### src/rtl/serial_adder_unit_if.sv
// Operand and result handshake bundle for the bit-serial adder.
// master drives operands and consumes results; slave is the adder.
interface serial_adder_unit_if #(
    parameter int WIDTH = 8
);
    logic             in_valid;
    logic             in_ready;
    logic [WIDTH-1:0] a;
    logic [WIDTH-1:0] b;
    logic             cin;
    logic             out_valid;
    logic             out_ready;
    logic [WIDTH-1:0] sum;
    logic             cout;

    modport master (
        output in_valid,
        output a,
        output b,
        output cin,
        output out_ready,
        input  in_ready,
        input  out_valid,
        input  sum,
        input  cout
    );

    modport slave (
        input  in_valid,
        input  a,
        input  b,
        input  cin,
        input  out_ready,
        output in_ready,
        output out_valid,
        output sum,
        output cout
    );
endinterface

### src/rtl/serial_adder_unit.sv
// Bit-serial adder: one full-adder cell reused over WIDTH cycles,
// operands shifted LSB-first with a registered carry.
module serial_adder_unit #(
    parameter int WIDTH = 8
) (
    input  logic                clk,
    input  logic                rst,
    serial_adder_unit_if.slave  bus,
    output logic                busy
);
    localparam int CW = (WIDTH <= 2) ? 1 : $clog2(WIDTH);
    localparam logic [CW-1:0] LAST = CW'(WIDTH - 1);

    typedef enum logic [1:0] {
        IDLE,
        SHIFT,
        DONE
    } state_t;

    state_t           state;
    logic [WIDTH-1:0] a_sh;
    logic [WIDTH-1:0] b_sh;
    logic [WIDTH-1:0] sum_sh;
    logic [WIDTH-1:0] sum_q;
    logic             carry;
    logic             cout_q;
    logic             ov_q;
    logic [CW-1:0]    cnt;

    logic             s;
    logic             maj;
    logic [WIDTH-1:0] sum_nxt;

    assign s       = a_sh[0] ^ b_sh[0] ^ carry;
    assign maj     = (a_sh[0] & b_sh[0]) |
                     (a_sh[0] & carry) |
                     (b_sh[0] & carry);
    assign sum_nxt = {s, sum_sh[WIDTH-1:1]};

    always_ff @(posedge clk or posedge rst) begin
        if (rst) begin
            state  <= IDLE;
            a_sh   <= '0;
            b_sh   <= '0;
            sum_sh <= '0;
            sum_q  <= '0;
            carry  <= 1'b0;
            cout_q <= 1'b0;
            ov_q   <= 1'b0;
            cnt    <= '0;
        end else begin
            unique case (state)
                IDLE: begin
                    if (bus.in_valid) begin
                        a_sh  <= bus.a;
                        b_sh  <= bus.b;
                        carry <= bus.cin;
                        cnt   <= '0;
                        state <= SHIFT;
                    end
                end
                SHIFT: begin
                    carry  <= maj;
                    sum_sh <= sum_nxt;
                    a_sh   <= a_sh >> 1;
                    b_sh   <= b_sh >> 1;
                    cnt    <= cnt + 1'b1;
                    // Final bit: publish the result as DONE is entered.
                    if (cnt == LAST) begin
                        state  <= DONE;
                        sum_q  <= sum_nxt;
                        cout_q <= maj;
                        ov_q   <= 1'b1;
                    end
                end
                DONE: begin
                    if (bus.out_ready) begin
                        state <= IDLE;
                        ov_q  <= 1'b0;
                    end
                end
                default: begin
                    state <= IDLE;
                    ov_q  <= 1'b0;
                end
            endcase
        end
    end

    assign bus.in_ready  = (state == IDLE);
    assign bus.out_valid = ov_q;
    assign bus.sum       = sum_q;
    assign bus.cout      = cout_q;
    assign busy          = (state != IDLE);
endmodule

### src/flat_wrapper.sv
// flat-port wrapper written by rule: the top's interface ports become plain ports
module serial_adder_unit_flat 
#(
    parameter int WIDTH = 8
)
  (clk, rst, busy, bus_in_valid, bus_a, bus_b, bus_cin, bus_out_ready, bus_in_ready, bus_out_valid, bus_sum, bus_cout);
  serial_adder_unit_if #(.WIDTH(WIDTH)) bus_i ();
  input  logic clk;
  input  logic rst;
  output logic busy;
  input wire logic [$bits(bus_i.in_valid)-1:0] bus_in_valid;
  input wire logic [$bits(bus_i.a)-1:0] bus_a;
  input wire logic [$bits(bus_i.b)-1:0] bus_b;
  input wire logic [$bits(bus_i.cin)-1:0] bus_cin;
  input wire logic [$bits(bus_i.out_ready)-1:0] bus_out_ready;
  output wire logic [$bits(bus_i.in_ready)-1:0] bus_in_ready;
  output wire logic [$bits(bus_i.out_valid)-1:0] bus_out_valid;
  output wire logic [$bits(bus_i.sum)-1:0] bus_sum;
  output wire logic [$bits(bus_i.cout)-1:0] bus_cout;
  assign bus_i.in_valid = bus_in_valid;
  assign bus_i.a = bus_a;
  assign bus_i.b = bus_b;
  assign bus_i.cin = bus_cin;
  assign bus_i.out_ready = bus_out_ready;
  assign bus_in_ready = bus_i.in_ready;
  assign bus_out_valid = bus_i.out_valid;
  assign bus_sum = bus_i.sum;
  assign bus_cout = bus_i.cout;
  serial_adder_unit #(.WIDTH(WIDTH)) u_core (.clk(clk), .rst(rst), .bus(bus_i), .busy(busy));
endmodule
### config.mk
export PLATFORM = sky130hd
export DESIGN_NAME = serial_adder_unit_flat
export DESIGN_NICKNAME = d
export VERILOG_FILES = /design/src/rtl/serial_adder_unit_if.sv /design/src/rtl/serial_adder_unit.sv /design/src/flat_wrapper.sv
export SDC_FILE = /design/constraint.sdc
export NUM_CORES = 1
export LEC_CHECK = 0
export CORE_MARGIN = 4
export CORE_UTILIZATION = 40
export DETAILED_ROUTE_END_ITERATION = 12
export DONT_BUFFER_PORTS = 1
export PLACE_DENSITY = 0.63
export SLEW_MARGIN = 20
export SYNTH_ARGS = -nofsm -noshare
export SYNTH_HDL_FRONTEND = slang
export SYNTH_SLANG_ARGS = --single-unit
### constraint.sdc
create_clock -name clk -period 4 [get_ports clk]
set_input_delay 0.6 -clock clk [delete_from_list [all_inputs] [get_ports clk]]
set_output_delay 0.6 -clock clk [all_outputs]
set_load 0.05 [all_outputs]
==> out/summary.txt <==
Tcrit/Tclk final - 0.629
max cap viols - 0
GP Congestion - 0.748
FMAX - 397 MHz
Port Buffers - 0
synthesized flop and latch total - 39
DRT Pass-1 Iters - 5
cts-stage hold buffer count - 0
ys flop type - dfrtp_1
post-CTS sizing - 0
Setup CP Type - flop to primary output
CORE AREA - 4350 um^2
Synth Cell Area - 1800 um^2
Top Ports - 33
final hold violation count - 0
via count - 1105
Avg Vias per Cell - 5.64
final setup vio count - 0
CTS tree - done
register area share after synthesis - 0.543
Post-synth ARST share - 1.00
global route total overflow - 0
layout cells sized above 1 - 0.229
Net Sw Power - 0.690 mW
CP Capture Type - primary output
clock share of power - 0.169
clk sink count - 39
DP HPWL - 2.19 mm
Layout Utilization - 0.445
DRT Wirelength - 3.21 mm
Comb pwr share - 0.301
share of Yosys cell area claimed by the top area cell type - 0.543
Synth area leader - dfrtp_1
top cells by count, synth - dfrtp_1 (39), mux2_2 (16), inv_1 (14)
CTS H-tree lvls - 2
Pwr Density - 879 nW/um^2
Avg Cell Area, Syn - 12.6 um^2
drt wl/cell - 16.4 um
Slew @ Worst Pin - 1.01 ns
sequential share of power - 0.529
synth unique cells - 29
Slowest-stage cell, CP - dfrtp_1
# nets final - 167
Critical Path Start Type - flop
n_diodes - 0
CP arrival - 1.92 ns
Critical Path, Cell by Cell - nor2_1 > buf_4 > inv_1
antenna violations before repair - 0
ANT nets after route - 0
clock-pin slew on the worst setup and hold paths - 0.07 ns
CP peak stage delay - 0.96 ns
post-synthesis cell count - 143
Setup Total Neg Slack - 0 ns
leading post-synthesis cells by cell area - dfrtp_1 (54%), mux2_2 (10%), nor3b_1 (5.4%)
Bufs and invs on worst path - 2
Required @ worst endpoint - 3.40 ns
GRT Resource Usage Total - 0.131
Die Height - 75.0 um
Slew headroom - 0.322
EDFF count, synth - 0
first-pass GRT wire length - 5.56 mm
Clock Tree Buf Depth - 2
Die Width - 75.0 um
switching portion of total power - 0.405
Row Count - 24
status - finished clean
area grow syn2layout - 7.86%
drt initial violations - 67
starting density of the core - 0.413
largest net degree at the start of global routing - 40
most numerous cell in the Yosys netlist - dfrtp_1
vias in the first global route - 1130
Max VDD drop - 0.344 mV
cell family with most CP delay - flip-flops
Lkg Pwr - 0.830 nW
Hold Crit Class - input pin to asynchronous set/reset pin
Critical Path Fanout Max - 35
DR DRC count - 0
Worst-Skew Late Latency - 0.28 ns
internal power - 1.02 mW
Post-CTS Setup Inserts - 0
Max Slew Vio Count - 0
Min Clock Period, post-route - 2.52 ns
CTS root buf - clkbuf_8
syn_nets - 167
cts bufs inserted - 5
clock skew - 0.00364 ns
synth warn - 0
Die ar. - 5630 um^2
unrepaired setup endpoints after global routing - no
-- power groups by stage --
stage / clock network, mW / registers [mW] / logic, mW
after floorplan: 0 / 0.855 / 0.472
after global placement: 0 / 0.906 / 0.502
after detailed placement: 0 / 0.916 / 0.520
after CTS: 0.301 / 0.906 / 0.525
after global routing: 0.320 / 0.934 / 0.582
final: 0.289 / 0.903 / 0.514
-- cells by family after synthesis --
family,Yosys count,share of synthesized area
buffers and inverters,24,0.0571
AO/OA/AOI/OAI,25,0.117
adder cells (fa/ha/maj),3,0.0251
multiplexers,17,0.106
AND/OR/NAND/NOR,35,0.152
flip-flops,39,0.543
-- layout make-up --
type	count	area, um^2
sequential	39	976
inverter	14	52.6
tap	52	65.1
timing repair buffer	3	22.5
fill	401	2410
multi-input combinational	80	719
clock inverter	1	7.51
clock buffer	7	96.3
-- cell usage in the layout (no fill, tap or decap), drive strengths merged, types with 2 or more instances in the layout --
cell / synthesis / final
a211o: 2 / 2
a211oi: 8 / 8
a21oi: 2 / 2
a221oi: 3 / 3
a22o: 3 / 3
buf: 9 / 3
clkbuf: 1 / 7
dfrtp: 39 / 39
ha: 2 / 2
inv: 14 / 14
mux2: 16 / 16
nor2: 2 / 2
nor2b: 5 / 5
nor3b: 13 / 13
nor4b: 8 / 8
nor4bb: 2 / 2
o221a: 3 / 3
or4b: 3 / 3
-- metal layers --
layer  wire length (um)  global-route usage
met1               1510               0.184
met2               1500               0.191
met3                175              0.0414
met4                 34              0.0415
met5                  0                   0
-- final timing paths --
check	startpoint	end	slack [ns]	cells after the start
setup / recovery	u_core.state[0]$_DFFE_PP0P_	busy	1.48	3
hold / removal	rst	u_core.b_sh[0]$_DFFE_PP0P_	0.32	2
setup reg to reg	u_core.state[0]$_DFFE_PP0P_	u_core.sum_sh[2]$_DFFE_PP0N_	1.78	2
hold reg to reg	u_core.sum_sh[1]$_DFFE_PP0N_	u_core.sum_sh[1]$_DFFE_PP0N_	0.51	1
max in group asynchronous	rst	u_core.bus.cout$_DFFE_PP0P_	3.35	2
min in group clk	bus_out_ready	u_core.bus.out_valid$_DFFE_PP0P_	0.50	2
-- flip-flops by register name (all words and copies together), names as in the netlist --
signal and flops:
u_core.state 2, u_core.bus.sum 8, u_core.bus.out_valid 1, u_core.a_sh 8, u_core.sum_sh 7, u_core.carry 1
u_core.cnt 3, u_core.bus.cout 1, u_core.b_sh 8
-- metrics by stage --
step | cell area, um^2 | instances | total power, mW | hold WS [ns] | setup WS [ns]
floorplan | 1800 | 143 | 1.33 | 0.457 | 1.53
global placement | 1840 | 188 | 1.41 | 0.483 | 1.83
detailed placement | 1840 | 188 | 1.44 | 0.494 | 1.78
CTS | 1940 | 196 | 1.73 | 0.336 | 1.47
global route | 1940 | 196 | 1.84 | 0.350 | 1.33
finish | 1940 | 196 | 1.71 | 0.321 | 1.48
No activity file was read; power rests on OpenSTA's default activity.
